File: config.mk
export PLATFORM = sky130hd
export DESIGN_NAME = ofifo_collect
export DESIGN_NICKNAME = d
export VERILOG_FILES = /design/src/rtl/psum_pkg.sv /design/src/rtl/fifo_lane.sv /design/src/rtl/ofifo_collect.sv
export SDC_FILE = /design/constraint.sdc
export NUM_CORES = 2
export LEC_CHECK = 0
export ABC_AREA = 1
export CAP_MARGIN = 20
export CORE_MARGIN = 2
export CORE_UTILIZATION = 50
export CTS_BUF_LIST = sky130_fd_sc_hd__clkbuf_2 sky130_fd_sc_hd__clkbuf_4 sky130_fd_sc_hd__clkbuf_8
export CTS_CLUSTER_DIAMETER = 120
export DETAILED_ROUTE_END_ITERATION = 8
export GPL_TIMING_DRIVEN = 0
export PLACE_DENSITY_LB_ADDON = 0.05
export RECOVER_POWER = 50
export SLEW_MARGIN = 20
export SYNTH_ARGS = -nofsm -noshare
export SYNTH_HDL_FRONTEND = slang
export SYNTH_SLANG_ARGS = --single-unit
File: constraint.sdc
create_clock -name clk -period 8.5 [get_ports clk]
set_clock_uncertainty 0.15 [all_clocks]
set_input_delay 1.7 -clock clk [delete_from_list [all_inputs] [get_ports clk]]
set_output_delay 1.7 -clock clk [all_outputs]
set_load 0.1 [all_outputs]
File: src/rtl/psum_pkg.sv
// Shared defaults and elaboration helpers for the psum output path.
// Lane i of a packed psum row occupies bits [lane(i) +: PSUM_BW].
package psum_pkg;

    localparam int PSUM_BW = 16;
    localparam int COL     = 8;

    function automatic int clog2(input int n);
        int r;
        r = 0;
        while ((1 << r) < n) r++;
        return r;
    endfunction

    function automatic int lane(input int i, input int bw = PSUM_BW);
        return i * bw;
    endfunction

endpackage

File: src/rtl/fifo_lane.sv
// One column's psum FIFO: depth words with wrap-bit pointers.
// A push is refused when full, judged on the state before any same-cycle pop.
module fifo_lane
    import psum_pkg::*;
#(
    parameter int psum_bw = PSUM_BW,
    parameter int depth   = 16
) (
    input  logic               clk,
    input  logic               reset,
    input  logic [psum_bw-1:0] din,
    input  logic               push,
    input  logic               pop,
    output logic [psum_bw-1:0] dout,
    output logic               empty,
    output logic               full
);

    localparam int AW = clog2(depth);

    logic [psum_bw-1:0] r_mem [depth];
    logic [AW:0]        r_wr_ptr;
    logic [AW:0]        r_rd_ptr;
    logic               w_push_ok;
    logic               w_pop_ok;

    // Equal pointers mean empty; pointers differing only in the wrap bit mean full.
    assign empty     = (r_wr_ptr == r_rd_ptr);
    assign full      = (r_wr_ptr[AW] != r_rd_ptr[AW]) &&
                       (r_wr_ptr[AW-1:0] == r_rd_ptr[AW-1:0]);
    assign w_push_ok = push && !full;
    assign w_pop_ok  = pop && !empty;
    assign dout      = r_mem[r_rd_ptr[AW-1:0]];

    // NOTE: storage has no reset; a slot is only read after it has been written,
    // and leaving it out of reset keeps it mappable to plain RAM.
    always_ff @(posedge clk) begin
        if (w_push_ok) r_mem[r_wr_ptr[AW-1:0]] <= din;
    end

    always_ff @(posedge clk or posedge reset) begin
        if (reset) begin
            r_wr_ptr <= '0;
            r_rd_ptr <= '0;
        end else begin
            if (w_push_ok) r_wr_ptr <= r_wr_ptr + (AW+1)'(1);
            if (w_pop_ok)  r_rd_ptr <= r_rd_ptr + (AW+1)'(1);
        end
    end

endmodule

File: src/rtl/ofifo_collect.sv
// Collects skewed per-column psums from the array's bottom row and releases
// them as aligned full rows once every column lane holds a word.
module ofifo_collect
    import psum_pkg::*;
#(
    parameter int col     = COL,
    parameter int psum_bw = PSUM_BW,
    parameter int depth   = 16
) (
    input  logic                   clk,
    input  logic                   reset,
    input  logic [col*psum_bw-1:0] in,
    input  logic [col-1:0]         wr,
    input  logic                   rd,
    output logic [col*psum_bw-1:0] out,
    output logic                   o_valid,
    output logic                   o_full,
    output logic                   o_ready,
    output logic                   o_ovf,
    output logic                   o_udf
);

    logic [col-1:0]         w_empty;
    logic [col-1:0]         w_full;
    logic [col*psum_bw-1:0] w_head;
    logic                   w_pop;
    logic [col*psum_bw-1:0] r_out;
    logic                   r_ovf;
    logic                   r_udf;

    assign o_valid = ~|w_empty;
    assign o_full  = |w_full;
    assign o_ready = ~o_full;
    assign w_pop   = rd && o_valid;
    assign out     = r_out;
    assign o_ovf   = r_ovf;
    assign o_udf   = r_udf;

    for (genvar i = 0; i < col; i++) begin : g_lane
        fifo_lane #(
            .psum_bw (psum_bw),
            .depth   (depth)
        ) u_lane (
            .clk   (clk),
            .reset (reset),
            .din   (in[lane(i, psum_bw) +: psum_bw]),
            .push  (wr[i]),
            .pop   (w_pop),
            .dout  (w_head[lane(i, psum_bw) +: psum_bw]),
            .empty (w_empty[i]),
            .full  (w_full[i])
        );
    end

    // Error flags are sticky until reset so a consumer can poll them lazily.
    always_ff @(posedge clk or posedge reset) begin
        if (reset) begin
            r_out <= '0;
            r_ovf <= 1'b0;
            r_udf <= 1'b0;
        end else begin
            if (w_pop)           r_out <= w_head;
            if (|(wr & w_full))  r_ovf <= 1'b1;
            if (rd && !o_valid)  r_udf <= 1'b1;
        end
    end

endmodule
==> results.md <==
- First-pass GRT wire length: 433 mm
- Outcome: finished, violations left
- I/O pins: 272
- Via/cell ratio: 5.15
- Critical path capture point type: primary output
- Post-synth top area share: 62.3%
- Most instantiated library cell after synthesis: nand2_1
- Register area share after synthesis: 67.6%
- Startpoint Class: flop
- Num rows: 163
- Bufs on Longest Clock Path: 4
- Setup TNS: 0 ns
- Number of max-cap violations: 4
- DR DRC count: 0
- Internal Pwr Total: 23.1 mW
- Largest net degree at the start of global routing: 78
- Clk Latency, worst-skew pair: 1.12 ns
- Max IR drop VDD: 0.438 mV
- TritonCTS clock tree: built
- Post-DP Area: 107000 um2
- Crit Path Max Fanout: 10
- Root buffer cell: clkbuf_8
- CP required: 6.65 ns
- WS Path Type: reg -> out
- Cell Area, Synth: 98700 um2
- Port bufs: 270
- EDFF count, synth: 2048
- Number of distinct library cells after synthesis: 21
- FFs w/ async S/R, synth: 9.30%
- Initial antenna violation count: 27
- Die X: 448 um
- Number of synthesized register bits: 2258
- Area growth syn-to-layout: 15.8%
- Routed wire length: 297 mm
- DRT iter0 DRCs: 7070
- Nets: 10.9k
- Warning count from the yosys run: 0
- Initial core utilization: 50.2%
- Sequential share of power: 34.2%
- Global route overflow: 0
- Setup Fix Bufs, Post-CTS: 0
- CTS Buf Count: 390
- Synthesized area per cell: 9.91 um2
- Overall routing resource usage: 29.4%
- Period utilization: 79.2%
- Slew headroom: -117%
- Power Density: 364 nW/um2
- Combinational power share: 42.0%
- DP HPWL: 206 mm
- Hold buffers post-CTS: 0
- Final Critical Period: 6.73 ns
- Psw: 18.4 mW
- Max Freq: 0.149 GHz
- Worst slack, placed: 2.97 ns
- Fillers: 16.9k
- Post-CTS resize count: 0
- Fin. max-slew vios: 111
- Post-synth top cells: nand2_1, edfxtp_1, inv_1, nand3_1, clkbuf_1
- Final Hold Fails: 0
- Vias in the first global route: 67.5k
- Mapped Cells: 9960
- HP Class: reg -> reg
- Worst setup margin: 1.77 ns
- CTS clk-pin slew, worst paths: 0.06 ns
- Pre-Repair DR Iteration Count: 6
- Total number of vias: 70.5k
- RSZ-0062 raised after global routing: no
- Core Region: 197000 um2
- Final setup fails: 0
- Measured slew at the worst slew-check pin: 3.26 ns
- Post-route cell area: 114000 um2
- GPL Wtd Cong: 0.934
- Mapped Nets: 10.1k
- Clk pwr share: 23.8%
- Sw Ratio: 44.3%
- H-Tree Depth: 5
- Die height: 448 um
- WP data arrival: 4.88 ns
- Full die area: 201000 um2
- Top post-synthesis cells by area: edfxtp_1, nand2_1, nand3_1
- Finished Core Util: 58.1%
- Main synth FF type: edfxtp_1
- Failing checks: capacitance limit, slew limit
- CTS sink count: 2258
- Synth area leader: edfxtp_1
- Final antenna-violating net count: 0
- Post-DR wirelength/cell: 21.7 um
- Ratio of cells with drive above 1 in the final layout: 8.90%
- Leakage: 50.5 nW
[power groups by stage]
stage	logic, mW	clock network (mW)	registers [mW]
after global routing	18.8	10.5	14.3
after floorplan	8.65	0	16.3
final	17.5	9.87	14.2
after CTS	17.4	10.0	14.2
after global placement	16.9	0	14.4
after detailed placement	17.4	0	14.4
[per-stage QoR]
stage          hold WS, ns  total power, mW  std cells
2_1_floorplan        0.312             24.9       9960
3_3_place_gp         0.305             31.3      12900
3_5_place_dp         0.305             31.8      13000
4_1_cts              0.321             41.7      13700
5_1_grt              0.341             43.6      13700
6_report             0.315             41.6      13700
[layer usage]
| layer | GRT usage (%) | vias to the layer above | part of all wire [%] |
|---|---|---|---|
| met5 | 0 | - | 0.014 |
| met1 | 38.8 | 33700 | 41 |
| met3 | 4.61 | 662 | 7.1 |
| met2 | 48.0 | 2780 | 47 |
| met4 | 13.5 | 6 | 4.7 |
| li1 | - | 33400 | - |
[logic make-up (layout without fill, tap and decap cells)]
kind of cell / Yosys count / after routing / share of synthesized area [%]
AO/OA/AOI/OAI: 21 / 21 / 0.106
buffers and inverters: 2357 / 3422 / 9.10
adder cells (fa/ha/maj): 40 / 40 / 0.507
other: 0 / 18 / 0
flip-flops: 2258 / 2258 / 67.6
AND/OR/NAND/NOR: 5221 / 5221 / 22.1
XOR/XNOR: 63 / 63 / 0.559
[placed cells by master (no fill, tap or decap), types with 8 or more instances in the layout]
cell             netlist  routed
diode_2                0      18
xnor2_1               16      16
clkbuf_8               0     434
buf_1                 91      91
buf_2                101      98
inv_1               1850    1855
xor2_1                47      47
nor2_4                 2      13
dlygate4sd3_1          0     130
clkdlybuf4s50_1        0     138
dfrtp_1              210     210
clkinv_1              14      62
buf_8                  0      55
buf_4                  3       8
nor2_1               157      37
nand2_1             3470    3470
nand3_1             1414    1414
buf_6                  0      50
nor2_2                 0     109
clkbuf_1             285     289
clkbuf_4               0     146
edfxtp_1            2048    2048
o21ai_0               21      21
clkinv_2               0      38
ha_1                  40      40
nand4_1              170     170
[registers in the layout (all words and copies together), names as in the netlist]
name and cells:
g_lane.u_lane.r_mem 2048, out 128, g_lane.u_lane.r_rd_ptr 40, g_lane.u_lane.r_wr_ptr 40, o_ovf 1, o_udf 1
[worst max-delay path, cell delays in order (launching register included)]
cell and delay [ns]:
dfrtp_1 0.49, inv_1 0.39, nand2_1 0.09, nand2_1 0.08, nor2_1 0.06, nand3_1 0.27, nand2_1 0.15, nor2_4 0.60
buf_2 0.32, nand2_1 0.12, inv_1 0.07, clkdlybuf4s50_1 1.12
[path summary, 6_finish.rpt]
path                            depth (start not counted)                           end  slack (ns)                         start
min in group asynchronous                               2  g_lane[0].u_lane.r_wr_ptr[2]        1.85                         reset
worst max-delay path                                   11                       o_valid        1.77  g_lane[7].u_lane.r_rd_ptr[3]
worst min-delay path                                    2                      out[110]        0.31                      out[110]
worst min register to register                          2                      out[110]        0.31                      out[110]
max in group asynchronous                               2                      out[109]        4.82                         reset
worst max register to register                         13                      out[111]        4.58  g_lane[0].u_lane.r_rd_ptr[0]
[area by class of cell]
class,count,area (um2),area share [%]
tap,2640,3300,2.89
sequential,2258,66800,58.4
timing repair buffer,384,4180,3.66
clock buffer,580,7070,6.18
clock inverter,101,627,0.548
buffer,480,1940,1.69
multi-input combinational,5345,23300,20.4
antenna,18,45.0,0.0394
inverter,1877,7050,6.16
Note: power is estimated with default switching activity, not from simulation.
